<file path="config.mk">
export PLATFORM = sky130hd
export DESIGN_NAME = mist1032isa_fifo_wr_arbiter
export DESIGN_NICKNAME = d
export VERILOG_FILES = /design/src/rtl/mist1032isa_fifo_wr_arbiter.sv
export SDC_FILE = /design/constraint.sdc
export NUM_CORES = 1
export LEC_CHECK = 0
export CAP_MARGIN = 20
export CORE_MARGIN = 2
export CORE_UTILIZATION = 40
export CTS_CLUSTER_SIZE = 20
export DETAILED_ROUTE_END_ITERATION = 8
export GPL_ROUTABILITY_DRIVEN = 0
export PLACE_DENSITY_LB_ADDON = 0.08
export RECOVER_POWER = 50
export REMOVE_ABC_BUFFERS = 1
export SYNTH_ARGS = -nofsm -noshare
export SYNTH_HDL_FRONTEND = slang
export SYNTH_SLANG_ARGS = --single-unit
</file>
<file path="constraint.sdc">
create_clock -name iCLOCK -period 5.1 [get_ports iCLOCK]
set_clock_uncertainty 0.1 [all_clocks]
set_input_delay 0.51 -clock iCLOCK [delete_from_list [all_inputs] [get_ports iCLOCK]]
set_output_delay 0.51 -clock iCLOCK [all_outputs]
set_load 0.02 [all_outputs]
</file>
<file path="src/rtl/mist1032isa_fifo_wr_arbiter.sv">
// Round-robin arbiter sharing one async-FIFO write port among REQ requesters, with a
// registered, full-stalled output beat. Packet grant locking: MIST1032ISA_FIFO_WR_ARBITER_LOCK_EN.
module mist1032isa_fifo_wr_arbiter #(
  parameter int N     = 16,
  parameter int REQ   = 4,
  parameter int REQ_N = 2
) (
  input  logic             iCLOCK,
  input  logic             inRESET,
  input  logic             iREMOVE,
  input  logic [REQ-1:0]   iREQ_VALID,
  input  logic [REQ-1:0]   iREQ_LAST,
  input  logic [REQ*N-1:0] iREQ_DATA,
  output logic [REQ-1:0]   oREQ_BUSY,
  output logic             oFIFO_WR_EN,
  output logic [N-1:0]     oFIFO_WR_DATA,
  input  logic             iFIFO_WR_FULL,
  output logic             oFIFO_REMOVE
);

`ifdef MIST1032ISA_FIFO_WR_ARBITER_LOCK_EN
  typedef enum logic {
    S_IDLE = 1'b0,
    S_LOCK = 1'b1
  } state_e;

  state_e           state_q, state_d;
  logic [REQ_N-1:0] b_owner_q, b_owner_d;
`else
  // Packet boundaries are irrelevant when every beat is arbitrated on its own.
  logic unused_last;
  assign unused_last = ^iREQ_LAST;
`endif

  logic             b_valid_q, b_valid_d;
  logic [N-1:0]     b_data_q, b_data_d;
  logic [REQ_N-1:0] b_ptr_q, b_ptr_d;

  logic             load_ok;
  logic             accept;
  logic             pkt_end;
  logic [REQ-1:0]   eligible;
  logic [REQ-1:0]   grant;
  logic [REQ_N-1:0] grant_idx;
  logic             grant_found;
  logic [REQ_N-1:0] cand;
  logic [REQ_N-1:0] next_ptr;

  assign load_ok = !b_valid_q || !iFIFO_WR_FULL;

`ifdef MIST1032ISA_FIFO_WR_ARBITER_LOCK_EN
  // While a packet is open only its owner may load, so an idle owner leaves a bubble.
  assign eligible = (state_q == S_LOCK) ? (iREQ_VALID & (REQ'(1) << b_owner_q)) : iREQ_VALID;
  assign pkt_end  = iREQ_LAST[grant_idx];
`else
  assign eligible = iREQ_VALID;
  assign pkt_end  = 1'b1;
`endif

  // NOTE: every variable written here gets a default first, so no path leaves one
  // unassigned and no latch can be inferred.
  always_comb begin
    grant       = '0;
    grant_idx   = '0;
    grant_found = 1'b0;
    cand        = '0;
    for (int k = 0; k < REQ; k++) begin
      cand = REQ_N'((int'(b_ptr_q) + k) % REQ);
      if (!grant_found && eligible[cand]) begin
        grant[cand] = 1'b1;
        grant_idx   = cand;
        grant_found = 1'b1;
      end
    end
  end

  assign accept   = grant_found && load_ok && !iREMOVE;
  assign next_ptr = REQ_N'((int'(grant_idx) + 1) % REQ);

  assign oREQ_BUSY     = iREMOVE ? {REQ{1'b1}} : ~(grant & {REQ{load_ok}});
  assign oFIFO_WR_EN   = b_valid_q;
  assign oFIFO_WR_DATA = b_data_q;
  assign oFIFO_REMOVE  = iREMOVE;

  always_comb begin
    b_valid_d = b_valid_q;
    b_data_d  = b_data_q;
    b_ptr_d   = b_ptr_q;
`ifdef MIST1032ISA_FIFO_WR_ARBITER_LOCK_EN
    state_d   = state_q;
    b_owner_d = b_owner_q;
`endif
    if (iREMOVE) begin
      b_valid_d = 1'b0;
      b_ptr_d   = '0;
`ifdef MIST1032ISA_FIFO_WR_ARBITER_LOCK_EN
      state_d   = S_IDLE;
`endif
    end else if (accept) begin
      // A new beat may overwrite the one the FIFO takes on this same edge.
      b_valid_d = 1'b1;
      b_data_d  = iREQ_DATA[int'(grant_idx)*N +: N];
      if (pkt_end) begin
        b_ptr_d = next_ptr;
      end
`ifdef MIST1032ISA_FIFO_WR_ARBITER_LOCK_EN
      if (state_q == S_IDLE && !pkt_end) begin
        state_d   = S_LOCK;
        b_owner_d = grant_idx;
      end else if (state_q == S_LOCK && pkt_end) begin
        state_d   = S_IDLE;
      end
`endif
    end else if (!iFIFO_WR_FULL) begin
      b_valid_d = 1'b0;
    end
  end

  // NOTE: sequential state uses non-blocking assignments so every register samples
  // the pre-edge values of the others.
  always_ff @(posedge iCLOCK or negedge inRESET) begin
    if (!inRESET) begin
      b_valid_q <= 1'b0;
      // NOTE: the data register is reset too, because oFIFO_WR_DATA must read zero
      // out of reset rather than an undefined value.
      b_data_q  <= '0;
      b_ptr_q   <= '0;
`ifdef MIST1032ISA_FIFO_WR_ARBITER_LOCK_EN
      state_q   <= S_IDLE;
      b_owner_q <= '0;
`endif
    end else begin
      b_valid_q <= b_valid_d;
      b_data_q  <= b_data_d;
      b_ptr_q   <= b_ptr_d;
`ifdef MIST1032ISA_FIFO_WR_ARBITER_LOCK_EN
      state_q   <= state_d;
      b_owner_q <= b_owner_d;
`endif
    end
  end

endmodule

</file>
==> run_results.csv <==
group,metric,value,unit
critical_path,critical_path_class,"reg2out",
critical_path,r2r_start,"b_ptr_q[0]",
synth,synth.distinct_cells,39,
timing,worst_pin_slew,0.9067,ns
cts,root_buffer,"clkbuf_8",
placed_design,dpl_cell_area,2603,µm²
floorplanning,die_h,68.53,µm
timing,finalHoldViolCount,0,
floorplanning,die_x,68.53,µm
placed_design,dp_hpwl,3607,µm
critical_path,r2r_slack,1.42,ns
critical_path,critical-path-top-delay-family,"buffers and inverters",
critical_path,worstPathArrival,3.21,ns
global_route,met2_usage,0.3474,
synth,yosysTopAreaCellShare,0.2855,
floorplanning,die_area,4696,µm²
synth,synthTopCellsByArea,"dfrtp_1 29%, mux2i_1 14%, a211oi_1 9.5%",
job,drv_cap,0,
cts,cts_resized,0,
timing,fmax,261.6,MHz
synth,syn_area,1665,µm²
worst_hold_path,worstHoldStart,"oFIFO_WR_DATA[3]",
worst_hold_path,holdCritPathClass,"reg2reg",
detailed_routing,drc_errors,0,
global_route,grt_start_max_net_pins,33,
synth,yosys_warnings,0,
critical_path,r2r-end,"oFIFO_WR_DATA[12]",
pwr,power_leakage,1.080,nW
global_route,grt_use_total,0.2107,
critical_path,setup.worst_path.start_class,"register",
detailed_routing,viasPerCell,5.487,
finish,diodes,0,
global_route,grtUsageMet1,0.2784,
finish,areaGrowthSynthToFinish,58.98,%
global_route,grt_antenna_before_repair,0,
timing,final.period_utilization,0.7494,
cts,cts-htree-levels,1,
critical_path,crit_path_end_kind,"output port",
global_route,grt_pass1_wl,7521,µm
synth,syn_inst,176,
critical_path,slowest_delay,0.56,ns
cts,cts_max_path_buffers,2,
detailed_routing,ant_nets,0,
synth,syn_area_per_cell,9.462,µm²
worst_hold_path,whs_path_depth,2,
detailed_routing,wl_per_cell,15.13,µm
critical_path,cp_slowest_cell,"clkdlybuf4s50_1",
finish,final_cell_area,2648,µm²
timing,setup_tns,0,ns
floorplanning,num_rows,23,
pwr,p_total,1.185,mW
detailed_routing,dr.pass1.iters,5,
detailed_routing,wl,4751,µm
floorplanning,fp.coreArea,4000,µm²
finish,drive_above_1_share,0.06439,
global_route,grt_use_met3,0.06656,
critical_path,cp_cell_sequence,"buf_4 -> inv_1 -> ha_1 -> mux4_2 -> nor3b_1 -> a22oi_1 -> o21ai_0 -> nand2_1 -> clkdlybuf4s50_1",
timing,final_max_slew_viol_count,0,
worst_hold_path,min_to,"oFIFO_WR_DATA[3]",
synth,synth_top_cell_by_area,"dfrtp_1",
pwr,ir_drop,211.3,µV
timing,setup_viol_count_final,0,
cts,post-cts-setup-buffer-count,0,
cts,cts_inserted_buffers,3,
floorplanning,start_util,0.4163,
floorplanning,num_io_pins,98,
synth,yosysSeqAreaShare,0.2855,
timing,rsz0062_at_grt,"no",
critical_path,rr_worst_depth,9,
cts,cts_tree,"done",
timing,relSlewSlack,0.3935,
pwr,p_per_area,447.4,nW/µm²
critical_path,path_buf_inv,3,
placed_design,numPortBuffers,93,
critical_path,crit_required,4.49,ns
global_route,top_usage_layer,"met2",
critical_path,worstPathMaxFanout,17,
cts,clk_pin_slew,0.07,ns
cts,ctsHoldBuffers,0,
finish,fin_nets,349,
cts,cts_num_sinks,19,
global_route,grt_overflow,0,
synth,synth_seq_cells,19,
timing,min_period,3.822,ns
outcome,status,"finished clean",
detailed_routing,vias,1723,
detailed_routing,dr.first_iter.drc_count,70,
global_route,first_global_vias,1619,
cts,clkLatencyLatePin,0.26,ns
==> layout make-up <==
cell class	instances	area, µm²
multi-input combinational	142	1100
tap	50	62.56
sequential	19	475.5
fill	345	1353
inverter	3	11.26
clock buffer	4	45.04
timing repair buffer	96	953.4
==> power breakdown <==
| group | internal (mW) | leakage, nW | switching (mW) | total, mW |
|---|---|---|---|---|
| Clock | 0.0556 | 0.0228 | 0.0527 | 0.108 |
| Combinational | 0.382 | 0.835 | 0.440 | 0.822 |
| Sequential | 0.219 | 0.222 | 0.0360 | 0.255 |
==> Yosys cell counts <==
| library cell | n |
|---|---|
| clkbuf_1 | 5 |
| or2_2 | 2 |
| a21oi_1 | 3 |
| buf_2 | 1 |
| a32oi_1 | 1 |
| nor3_2 | 1 |
| o32ai_1 | 1 |
| xor2_1 | 1 |
| o22ai_1 | 1 |
| nand3b_1 | 1 |
| inv_1 | 3 |
| a21boi_0 | 10 |
| a211oi_1 | 21 |
| nor2b_1 | 2 |
| and2_1 | 1 |
| ha_1 | 8 |
| o21bai_1 | 1 |
| a22oi_1 | 8 |
| o221ai_1 | 5 |
| nor3b_1 | 1 |
| mux2i_1 | 23 |
| o21ai_1 | 1 |
| buf_6 | 4 |
| nand2_1 | 14 |
| nor2b_4 | 1 |
| nor2_1 | 16 |
| o21ai_0 | 6 |
| xnor2_1 | 1 |
| nand4_1 | 1 |
| nor4_1 | 1 |
| buf_1 | 1 |
| buf_4 | 1 |
| o211ai_1 | 1 |
| mux2_2 | 1 |
| or4_1 | 1 |
| dfrtp_1 | 19 |
| mux4_2 | 4 |
| or3_1 | 2 |
| o21ai_2 | 1 |
==> per-stage QoR <==
| stage | utilization | worst slack, ns | std cells | hold slack [ns] |
|---|---|---|---|---|
| floorplan | - | 1.231 | 164 | 0.1144 |
| global placement | 0.6506 | 1.371 | 310 | 0.3703 |
| detailed placement | 0.6506 | 1.361 | 310 | 0.3724 |
| CTS | 0.6619 | 1.283 | 314 | 0.3925 |
| global route | 0.6619 | 1.027 | 314 | 0.4232 |
| finish | 0.6619 | 1.278 | 314 | 0.3858 |
==> cell families after synthesis <==
kind of cell,Yosys count,share of synthesized area
flops,19,0.2855
compound gates,60,0.2607
xor+xnor,2,0.01052
buf+inv,15,0.05484
mux,28,0.1991
simple gates,44,0.1292
fa+ha+maj,8,0.06011
==> metal layers <==
layer	vias to the layer above	part of all wire
met5	-	0
met4	0	0.0029
met3	2	0.091
met2	74	0.46
met1	794	0.45
li1	853	-
==> worst reg2reg max path, stage by stage (launching register included) <==
cell,delay [ns]
dfrtp_1,0.33
buf_4,0.23
inv_1,0.18
ha_1,0.43
mux4_2,0.46
nor2b_4,0.24
or4_1,0.36
and2_2,0.78
mux2i_1,0.20
a211oi_1,0.29
==> layout by cell type, fill, tap and decap left out, drive strengths merged, types with 5 or more instances in the layout <==
cell and count:
ha 8, dlygate4sd3 12, a22oi 8, mux2i 23, a211oi 21, clkdlybuf4s50 81
dfrtp 19, a21boi 10, nand2 14, o21ai 8, o221ai 5, nor2 16
==> registers in the layout (all words and copies together), names as in the netlist <==
name / count
oFIFO_WR_EN: 1
b_ptr_q: 2
oFIFO_WR_DATA: 16
==> how the worst max path moves through the flow <==
stage	endpoint	startpoint	cells after the start	slack [ns]
finish	oREQ_BUSY[3]	b_ptr_q[0]	9	1.28
global route	oREQ_BUSY[0]	b_ptr_q[0]	9	1.03
CTS	oREQ_BUSY[3]	b_ptr_q[0]	9	1.28
detailed placement	oFIFO_WR_DATA[11]	iREQ_VALID[3]	7	1.36
global placement	oFIFO_WR_DATA[11]	iREQ_VALID[3]	7	1.37
floorplan	oFIFO_WR_DATA[0]	b_ptr_q[0]	8	1.23
Note: power is estimated with default switching activity, not from simulation.
